===== config.mk =====
export PLATFORM = sky130hd
export DESIGN_NAME = ntt_bram_arbiter_flat
export DESIGN_NICKNAME = d
export VERILOG_FILES = /design/src/rtl/ntt_bram_arbiter_pkg.sv /design/src/rtl/ntt_bram_arbiter_if.sv /design/src/rtl/ntt_bram_arbiter_rr_pick.sv /design/src/rtl/ntt_bram_arbiter.sv /design/src/flat_wrapper.sv
export SDC_FILE = /design/constraint.sdc
export NUM_CORES = 1
export LEC_CHECK = 0
export BUFFER_PORTS_ARGS = -buffer_cell sky130_fd_sc_hd__buf_2
export CAP_MARGIN = 0
export CORE_ASPECT_RATIO = 1.2
export CORE_MARGIN = 2
export CORE_UTILIZATION = 43
export DETAILED_ROUTE_END_ITERATION = 12
export HOLD_SLACK_MARGIN = 0.03
export PLACE_DENSITY = 0.88
export SYNTH_ARGS = -nofsm -noshare
export SYNTH_HDL_FRONTEND = slang
export SYNTH_SLANG_ARGS = --single-unit

===== constraint.sdc =====
create_clock -name clk -period 4.54 [get_ports clk]
set_input_delay 0.227 -clock clk [delete_from_list [all_inputs] [get_ports clk]]
set_output_delay 0.227 -clock clk [all_outputs]
set_load 0.01 [all_outputs]

===== src/rtl/ntt_bram_arbiter_pkg.sv =====
// Shared types and constants for the NTT coefficient BRAM arbiter.
package ntt_bram_pkg;

    localparam int DEF_ADDR_W = 8;
    localparam int DEF_DATA_W = 16;

    localparam int REQ_LOAD = 0;
    localparam int REQ_NTT  = 1;
    localparam int REQ_RED  = 2;

    typedef enum logic [1:0] {
        S_IDLE  = 2'd0,
        S_GRANT = 2'd1,
        S_DRAIN = 2'd2
    } arb_state_t;

    // One slot of the read-return tag pipe.
    typedef struct packed {
        logic       valid;
        logic [1:0] idx;
    } rd_tag_t;

endpackage


===== src/rtl/ntt_bram_arbiter_if.sv =====
// Requester bus plus BRAM-side port, shared by the arbiter and its users.
interface ntt_bram_arbiter_if #(
    parameter int N_REQ  = 3,
    parameter int ADDR_W = 8,
    parameter int DATA_W = 16
);
    logic [N_REQ-1:0]        req;
    logic [N_REQ-1:0]        gnt;
    logic [N_REQ-1:0]        r_wen;
    logic [N_REQ*ADDR_W-1:0] r_wad;
    logic [N_REQ*DATA_W-1:0] r_wdata;
    logic [N_REQ-1:0]        r_ren;
    logic [N_REQ*ADDR_W-1:0] r_rad;
    logic [N_REQ-1:0]        rvalid;
    logic                    m_wen;
    logic [ADDR_W-1:0]       m_wad;
    logic [DATA_W-1:0]       m_wdata;
    logic [ADDR_W-1:0]       m_rad;
    logic [DATA_W-1:0]       m_rdata;

    // Arbiter side; m_rdata bypasses the arbiter and goes straight to requesters.
    modport slave (
        input  req, r_wen, r_wad, r_wdata, r_ren, r_rad,
        output gnt, rvalid, m_wen, m_wad, m_wdata, m_rad
    );

    // Requesters plus the BRAM itself.
    modport master (
        output req, r_wen, r_wad, r_wdata, r_ren, r_rad, m_rdata,
        input  gnt, rvalid, m_wen, m_wad, m_wdata, m_rad
    );
endinterface


===== src/rtl/ntt_bram_arbiter_rr_pick.sv =====
// Combinational round-robin picker: first set req bit at or after rr_ptr.
module ntt_rr_pick #(
    parameter int N_REQ = 3
) (
    input  logic [N_REQ-1:0] req,
    input  logic [1:0]       rr_ptr,
    output logic [1:0]       win,
    output logic             any
);
    // Scan rr_ptr, rr_ptr+1, ... modulo N_REQ and keep the first hit.
    always_comb begin
        int  idx;
        logic found;
        win   = '0;
        found = 1'b0;
        idx   = 0;
        for (int k = 0; k < N_REQ; k++) begin
            idx = int'(rr_ptr) + k;
            if (idx >= N_REQ) idx = idx - N_REQ;
            if (!found && req[idx]) begin
                win   = idx[1:0];
                found = 1'b1;
            end
        end
        any = |req;
    end
endmodule


===== src/rtl/ntt_bram_arbiter.sv =====
// Round-robin owner arbiter for the shared NTT coefficient BRAM.
//
//  state   | meaning
//  --------+------------------------------------------------------------
//  S_IDLE  | no owner; arbitrate among pending requesters
//  S_GRANT | owner's port forwarded to BRAM until it drops req
//  S_DRAIN | nothing forwarded; RD_LAT cycles so owner's reads return
module ntt_bram_arbiter
    import ntt_bram_pkg::*;
#(
    parameter int N_REQ  = 3,
    parameter int ADDR_W = DEF_ADDR_W,
    parameter int DATA_W = DEF_DATA_W,
    parameter int RD_LAT = 1
) (
    input  logic                clk,
    input  logic                rst_n,
    ntt_bram_arbiter_if.slave   bus,
    output logic                busy,
    output logic [1:0]          owner,
    output logic                proto_err
);
    arb_state_t        state;
    logic [N_REQ-1:0]  gnt;
    logic [1:0]        rr_ptr;
    logic [1:0]        drain_cnt;
    logic [1:0]        win;
    logic              any;
    logic              active;
    logic              rd_acc;
    logic              m_wen;
    logic [ADDR_W-1:0] m_wad;
    logic [DATA_W-1:0] m_wdata;
    logic [ADDR_W-1:0] m_rad;
    logic [N_REQ-1:0]  rvalid;
    rd_tag_t           tag_pipe [RD_LAT];

    ntt_rr_pick #(.N_REQ(N_REQ)) u_pick (
        .req    (bus.req),
        .rr_ptr (rr_ptr),
        .win    (win),
        .any    (any)
    );

    // Ownership FSM; DRAIN length is a down-counter ending at zero.
    always_ff @(posedge clk or negedge rst_n) begin
        if (!rst_n) begin
            state     <= S_IDLE;
            gnt       <= '0;
            owner     <= '0;
            rr_ptr    <= '0;
            drain_cnt <= '0;
        end else begin
            case (state)
                S_IDLE: begin
                    if (any) begin
                        gnt    <= N_REQ'(1) << win;
                        owner  <= win;
                        rr_ptr <= (win == 2'(N_REQ-1)) ? 2'd0 : win + 2'd1;
                        state  <= S_GRANT;
                    end
                end
                S_GRANT: begin
                    if (!bus.req[owner]) begin
                        gnt       <= '0;
                        drain_cnt <= 2'(RD_LAT-1);
                        state     <= S_DRAIN;
                    end
                end
                S_DRAIN: begin
                    if (drain_cnt == 2'd0) state <= S_IDLE;
                    else                   drain_cnt <= drain_cnt - 2'd1;
                end
                default: state <= S_IDLE;
            endcase
        end
    end

    assign active = (state == S_GRANT) && gnt[owner];
    assign busy   = (state != S_IDLE);

    // Forward only the owner's port; everything else reads as zero.
    always_comb begin
        m_wen   = 1'b0;
        m_wad   = '0;
        m_wdata = '0;
        m_rad   = '0;
        rd_acc  = 1'b0;
        if (active) begin
            m_wen   = bus.r_wen[owner];
            m_wad   = bus.r_wad[owner*ADDR_W +: ADDR_W];
            m_wdata = bus.r_wdata[owner*DATA_W +: DATA_W];
            m_rad   = bus.r_rad[owner*ADDR_W +: ADDR_W];
            rd_acc  = bus.r_ren[owner];
        end
    end

    // Tag pipe matching the BRAM read latency; cleared on reset so no stale rvalid.
    always_ff @(posedge clk or negedge rst_n) begin
        if (!rst_n) begin
            for (int k = 0; k < RD_LAT; k++) tag_pipe[k] <= '0;
        end else begin
            tag_pipe[0] <= '{valid: rd_acc, idx: owner};
            for (int k = 1; k < RD_LAT; k++) tag_pipe[k] <= tag_pipe[k-1];
        end
    end

    // Decode the oldest tag into a one-hot return strobe.
    always_comb begin
        rvalid = '0;
        if (tag_pipe[RD_LAT-1].valid) rvalid[tag_pipe[RD_LAT-1].idx] = 1'b1;
    end

    // Sticky flag for any strobe raised by a requester that does not hold the grant.
    always_ff @(posedge clk or negedge rst_n) begin
        if (!rst_n)                                    proto_err <= 1'b0;
        else if (|((bus.r_wen | bus.r_ren) & ~gnt))    proto_err <= 1'b1;
    end

    assign bus.gnt     = gnt;
    assign bus.rvalid  = rvalid;
    assign bus.m_wen   = m_wen;
    assign bus.m_wad   = m_wad;
    assign bus.m_wdata = m_wdata;
    assign bus.m_rad   = m_rad;
endmodule


===== src/flat_wrapper.sv =====
// flat-port wrapper written by rule: the top's interface ports become plain ports
module ntt_bram_arbiter_flat import ntt_bram_pkg::*;
#(
    parameter int N_REQ  = 3,
    parameter int ADDR_W = DEF_ADDR_W,
    parameter int DATA_W = DEF_DATA_W,
    parameter int RD_LAT = 1
)
  (clk, rst_n, busy, owner, proto_err, bus_req, bus_r_wen, bus_r_wad, bus_r_wdata, bus_r_ren, bus_r_rad, bus_gnt, bus_rvalid, bus_m_wen, bus_m_wad, bus_m_wdata, bus_m_rad);
  ntt_bram_arbiter_if #(.N_REQ(N_REQ), .ADDR_W(ADDR_W), .DATA_W(DATA_W)) bus_i ();
  input  logic clk;
  input  logic rst_n;
  output logic busy;
  output logic [1:0] owner;
  output logic proto_err;
  input wire logic [$bits(bus_i.req)-1:0] bus_req;
  input wire logic [$bits(bus_i.r_wen)-1:0] bus_r_wen;
  input wire logic [$bits(bus_i.r_wad)-1:0] bus_r_wad;
  input wire logic [$bits(bus_i.r_wdata)-1:0] bus_r_wdata;
  input wire logic [$bits(bus_i.r_ren)-1:0] bus_r_ren;
  input wire logic [$bits(bus_i.r_rad)-1:0] bus_r_rad;
  output wire logic [$bits(bus_i.gnt)-1:0] bus_gnt;
  output wire logic [$bits(bus_i.rvalid)-1:0] bus_rvalid;
  output wire logic [$bits(bus_i.m_wen)-1:0] bus_m_wen;
  output wire logic [$bits(bus_i.m_wad)-1:0] bus_m_wad;
  output wire logic [$bits(bus_i.m_wdata)-1:0] bus_m_wdata;
  output wire logic [$bits(bus_i.m_rad)-1:0] bus_m_rad;
  assign bus_i.req = bus_req;
  assign bus_i.r_wen = bus_r_wen;
  assign bus_i.r_wad = bus_r_wad;
  assign bus_i.r_wdata = bus_r_wdata;
  assign bus_i.r_ren = bus_r_ren;
  assign bus_i.r_rad = bus_r_rad;
  assign bus_gnt = bus_i.gnt;
  assign bus_rvalid = bus_i.rvalid;
  assign bus_m_wen = bus_i.m_wen;
  assign bus_m_wad = bus_i.m_wad;
  assign bus_m_wdata = bus_i.m_wdata;
  assign bus_m_rad = bus_i.m_rad;
  ntt_bram_arbiter #(.N_REQ(N_REQ), .ADDR_W(ADDR_W), .DATA_W(DATA_W), .RD_LAT(RD_LAT)) u_core (.clk(clk), .rst_n(rst_n), .bus(bus_i), .busy(busy), .owner(owner), .proto_err(proto_err));
endmodule

Yosys cells after proc, flatten, opt, wreduce, memory -nomap -nowiden
Index checks and enable logic that the tools add are counted.
{"block": "classes", "addsub": 7, "mul": 0, "div_mod_pow": 0, "n_lt_le_gt_ge": 9, "n_eq_ne": 7, "shift": 4, "n_mux": 44, "bitwise_logic": 3, "reduce_logical": 17}
{"op": "32-bit by 4-bit less-than comparator with 1-bit output (second input constant)", "count": 3}
{"op": "32-bit two-way mux", "count": 3}
{"op": "24-bit by 6-bit indexed part select with 8-bit output", "count": 2}
{"op": "48-bit by 7-bit indexed part select with 16-bit output", "count": 1}
{"op": "2-bit two-way mux", "count": 9}
{"op": "16-bit two-way mux", "count": 1}
{"op": "8-bit two-way mux", "count": 2}
{"op": "1-bit two-way mux", "count": 15}
{"op": "1-bit binary-select mux with 2-bit select", "count": 7}
{"op": "3-bit two-way mux", "count": 3}
{"op": "3-bit AND reduction", "count": 3}
{"op": "3-bit by 2-bit subtractor with 4-bit output (second input constant)", "count": 2}
{"op": "3-bit by 2-bit greater-or-equal comparator with 1-bit output (second input constant)", "count": 2}
{"op": "2-bit by 3-bit less-than comparator with 1-bit output (second input constant)", "count": 2}
{"op": "2-bit case mux with 3 select lines", "count": 1}
{"op": "3-bit case mux with 2 select lines", "count": 1}
{"op": "2-bit nonzero test", "count": 3}
{"op": "3-bit OR reduction", "count": 2}
{"op": "2-bit == test (second input constant)", "count": 2}
{"op": "1-bit logical AND", "count": 4}
{"op": "2-bit zero test", "count": 2}
{"op": "2-bit by 1-bit != test with 1-bit output (second input constant)", "count": 2}
{"op": "2-bit != test (second input constant)", "count": 2}
{"op": "2-bit case mux with 2 select lines", "count": 1}
{"op": "other kinds (15)", "count": 16}
{"block": "totals", "register_bits": 15, "latchBits": 0, "ramBits": 0, "rom_bits": 0, "in_bits": 107, "output_inout_bits": 43, "elab_cells": 99, "n_memories": 0}

Longest topological paths before layout
{"block": "depth", "ltp_word": 15, "depth_mapped": 8, "mapped_depth_nobuf": 7}

Hierarchy
A second synthesis with hierarchy kept.
{"block": "unflattened", "hier_cells": 201, "area_unflattened_um2": 1816.7}
{"mod": "ntt_bram_arbiter", "n_inst": 1, "cells_each": 181, "area_per_inst_um2": 1669.1, "seq_area_each_um2": 375.4}
{"mod": "ntt_rr_pick", "n_inst": 1, "cells_each": 20, "area_per_inst_um2": 147.6, "seq_area_each_um2": 0.0}

Worst setup path after synthesis
OpenSTA, ideal clock, no wires.
{"block": "synth_timing", "path_kind": "register -> register", "from": "register u_core.rr_ptr[0]", "to": "register u_core.rr_ptr[0]", "setup_ns": 0.121, "t_arrival_ns": 1.703, "t_required_ns": 4.419, "slack_ns": 2.716, "path_stages_with_launch": 8, "path_buffers": 0, "synth_period_minus_slack_ns": 1.824, "path_cell_list": "dfrtp_1 inv_1 ha_1 nand3b_1 inv_1 or3_1 a211o_1 a22o_1"}
{"block": "synth_via", "elab_chain_cells": 14, "word_cells_on_any_way": 32, "cone_classes": "add/sub: 6; order compare: 3; eq/ne: 1; mux: 18; reduce/logical: 4"}
{"element": "from (decl)", "line_no": "ntt_bram_arbiter.sv:25", "text": "logic [1:0] rr_ptr;"}
{"element": "from (signal assigned)", "line_no": "ntt_bram_arbiter.sv:59", "text": "rr_ptr <= (win == 2'(N_REQ-1)) ? 2'd0 : win + 2'd1;"}
{"element": "parallel branches: the longest is 11 deep, another holds 3-bit by 2-bit subtractor with 4-bit output"}
{"element": "2-bit two-way mux (*)", "line_no": "ntt_bram_arbiter_rr_pick.sv:20", "text": "if (!found && req[idx]) begin"}
{"element": "2-bit by 1-bit adder with 2-bit output / 2-bit == test (equally long branches)", "line_no": "ntt_bram_arbiter.sv:59"}
{"element": "2-bit two-way mux (*)", "line_no": "ntt_bram_arbiter.sv:59"}
Every way passes the cells marked *. The select of a mux whose other input is x is not followed.
A chain may end at the register's enable or synchronous reset.

Final worst setup path
{"block": "layout_timing", "from": "register u_core.owner[1]", "to": "output port bus_m_wdata[0]"}
{"block": "layout_via", "elab_chain_cells": 4, "word_cells_on_any_way": 5, "cone_classes": "shift: 1; mux: 3; reduce/logical: 1"}
{"element": "from (decl)", "line_no": "ntt_bram_arbiter.sv:20", "text": "output logic [1:0] owner,"}
{"element": "from (signal assigned)", "line_no": "ntt_bram_arbiter.sv:58", "text": "owner <= win;"}
{"element": "parallel branches: the longest is 3 deep, another holds 48-bit by 7-bit indexed part select with 16-bit output"}
{"element": "16-bit two-way mux (*)", "line_no": "ntt_bram_arbiter.sv:89", "text": "if (active) begin"}
{"element": "to (decl)", "line_no": "flat_wrapper.sv:26", "text": "output wire logic [$bits(bus_i.m_wdata)-1:0] bus_m_wdata;"}
Marked as above.

==> impl_metrics.csv <==
group,metric,value,unit
outcome,status,"completed",
critical_path,arrival,2740,ps
synth,synthDistinctLibCells,40,
die,die-area,4790,um2
pwr,p_leak,0.00152,uW
cts,cts_max_path_buffers,2,
cts,clkTransAtPathRegs,60,ps
critical_path,cp_max_fo,34,
global_routing,grt_first_pass_wirelength,9.53,mm
synth,ys_seq_elements,15,
detailed_routing,routedWlPerCell,14.1,um
finish,multiInputGateArea,1340,um2
finish,antennaDiodeCount,0,
die,fp.coreArea,4000,um2
synth,synth-warning-count,0,
cts,clock-sinks,15,
synth,syn_inst,257,
synth,synth_nets,373,
cts,clk_latency,250,ps
placed_design,hpwl,5.08,mm
critical_path,cp-end-kind,"output port",
detailed_routing,drt_wl_total,6.39,mm
timing,setup_slack,1570,ps
timing,period_needed,2970,ps
synth,synth_area_leaders,"dfrtp_1, mux2i_1, nor2_1, a21oi_1, ha_1",
die,die_h,75.4,um
timing,tightestPinTransition,1090,ps
synth,synth_top_area_share,20.5,%
timing,setup_viol,0,
cts,cts_resized,0,
die,io_pins,150,
cts,numCtsBuffers,3,
placed_design,portBuffers,149,
timing,tns,0,ps
finish,syn2layout_area_growth,44.8,%
global_routing,grt_use_total,24.9,%
cts,cts_setup_buffers,0,
global_routing,grt_max_degree,41,
detailed_routing,drc,0,
die,initial_core_util,45.6,%
global_routing,grt_overflow,0,
detailed_routing,vias_per_cell,5.18,
detailed_routing,drtIter0Drc,65,
global_routing,grt_pass1_vias,2130,
detailed_routing,num_vias,2341,
placed_design,place_ws,1800,ps
synth,synth.cell_area,1830,um2
synth,syn_avg_cell_area,7.11,um2
timing,hold_viol,0,
finish,seqCellArea,377,um2
run,drv_cap,0,
synth,synthArstFlopShare,100,%
timing,max_freq,0.337,GHz
placed_design,globalplace.congestion,0.768,
detailed_routing,dr.pass1.iters,4,
critical_path,worstSetupPathType,"reg -> out",
timing,worst_clock_skew,0.339,ps
timing,rsz0062_at_grt,"false",
synth,synth-seq-area-share,20.5,%
finish,drive_above_1_share,42.0,%
pwr,power,1270,uW
die,dieWidth,63.5,um
synth,yosysTopAreaCell,"dfrtp_1",
timing,worst_slew_margin_rel,27.5,%
synth,synth_enable_flop_cells,0,
die,placementRows,25,
synth,synth_flop_cell,"dfrtp_1",
cts,cts_root_buf,"clkbuf_8",
finish,final_common_cell,"buf_2",
cts,htree_num_levels,1,
finish,n_fill_cell,390,
cts,holdBufCountCts,1,
finish,final_cell_mix,"buf_2, nor2_1, a21oi_1",
global_routing,antenna_found_initial,0,
timing,slew_violations,0,
pwr,power_density,479,nW/um2
detailed_routing,ant_nets,0,
hold_path,hold_path.class,"in -> reg",
critical_path,startpoint_type,"flip-flop",
critical_path,crit_required,4310,ps
pwr,peakVddDrop,0.332,mV
cts,cts_tree,"built",
finish,nNetsFinal,515,
timing,fin_crit_sh,65.3,%
[flip-flops by register name, indices dropped and copies added (netlist names)]
name,cells
u_core.rr_ptr,2
u_core.tag_pipe,3
u_core.drain_cnt,2
u_core.bus.gnt,3
u_core.state,2
u_core.owner,2
u_core.proto_err,1
[synth_stat cells (2+ instances only)]
master / instances
and3b_1: 2
mux2i_1: 36
nand2_1: 10
o221ai_1: 2
o21ai_0: 5
nor3b_1: 2
ha_1: 9
or2b_2: 4
nor3_1: 2
nand2b_1: 2
buf_1: 2
nand3b_1: 2
buf_4: 2
buf_2: 7
dfrtp_1: 15
o21ai_1: 2
a31oi_1: 2
and2_1: 2
a21bo_2: 2
clkbuf_1: 5
inv_1: 9
a21oi_1: 37
nor2_1: 75
nor2b_1: 2
a22o_1: 4
[worst max-delay path, cell delays in order, from the launching register on]
cell and delay, ps:
dfrtp_2 650, buf_4 460, nor2b_2 80, nand2_1 70, o21ai_0 70, nand2_1 810, nor2_1 140, buf_2 190
[power by group]
group / internal, uW / switching (uW) / leakage [uW]
clock: 62.2 / 44.6 / 0.0000228
combinational: 411 / 504 / 0.00131
sequential: 178 / 66.8 / 0.000189
[routing by layer]
metal / vias up / track usage, % / routed length [um]
li1: 1164 / - / -
met1: 1068 / 28.6 / 2380
met2: 96 / 45.5 / 3330
met3: 13 / 6.20 / 545
met4: 0 / 8.94 / 138
met5: - / 0 / 0
[logic make-up after synthesis]
kind of cell / count (synthesis) / synth area share, %
flip-flops: 15 / 20.5
AND/OR/NAND/NOR: 109 / 26.7
AO/OA/AOI/OAI: 62 / 20.2
adder cells (fa/ha/maj): 9 / 6.16
multiplexers: 37 / 20.3
buffers and inverters: 25 / 6.03
[layout make-up]
| class | count | area share, % |
|---|---|---|
| multi-input combinational | 217 | 50.8 |
| tap | 54 | 2.55 |
| clock buffer | 4 | 1.70 |
| sequential | 15 | 14.2 |
| inverter | 9 | 1.28 |
| timing repair buffer | 153 | 29.4 |
[through the flow]
stage                     instances  area, um2  utilization (%)  hold slack [ps]
after floorplan                 257       1830                -            -68.6
after global placement          447       2590             64.7              144
after detailed placement        447       2590             64.7              149
after CTS                       452       2650             66.1              259
after global routing            452       2650             66.1              311
final                           452       2650             66.1              280
[final timing paths]
check / start / end / slack (ps) / depth (start not counted)
max in group asynchronous: rst_n / u_core.owner[1] / 3850 / 2
worst min register to register: u_core.drain_cnt[0] / u_core.drain_cnt[0] / 490 / 1
worst max register to register: u_core.owner[1] / u_core.tag_pipe[2] / 2070 / 6
min in group asynchronous: rst_n / u_core.bus.gnt[2] / 410 / 2
worst min-delay path: bus_r_ren[1] / u_core.tag_pipe[2] / 280 / 3
worst max-delay path: u_core.owner[1] / bus_m_wdata[0] / 1570 / 7
No activity file was read; power rests on OpenSTA's default activity.
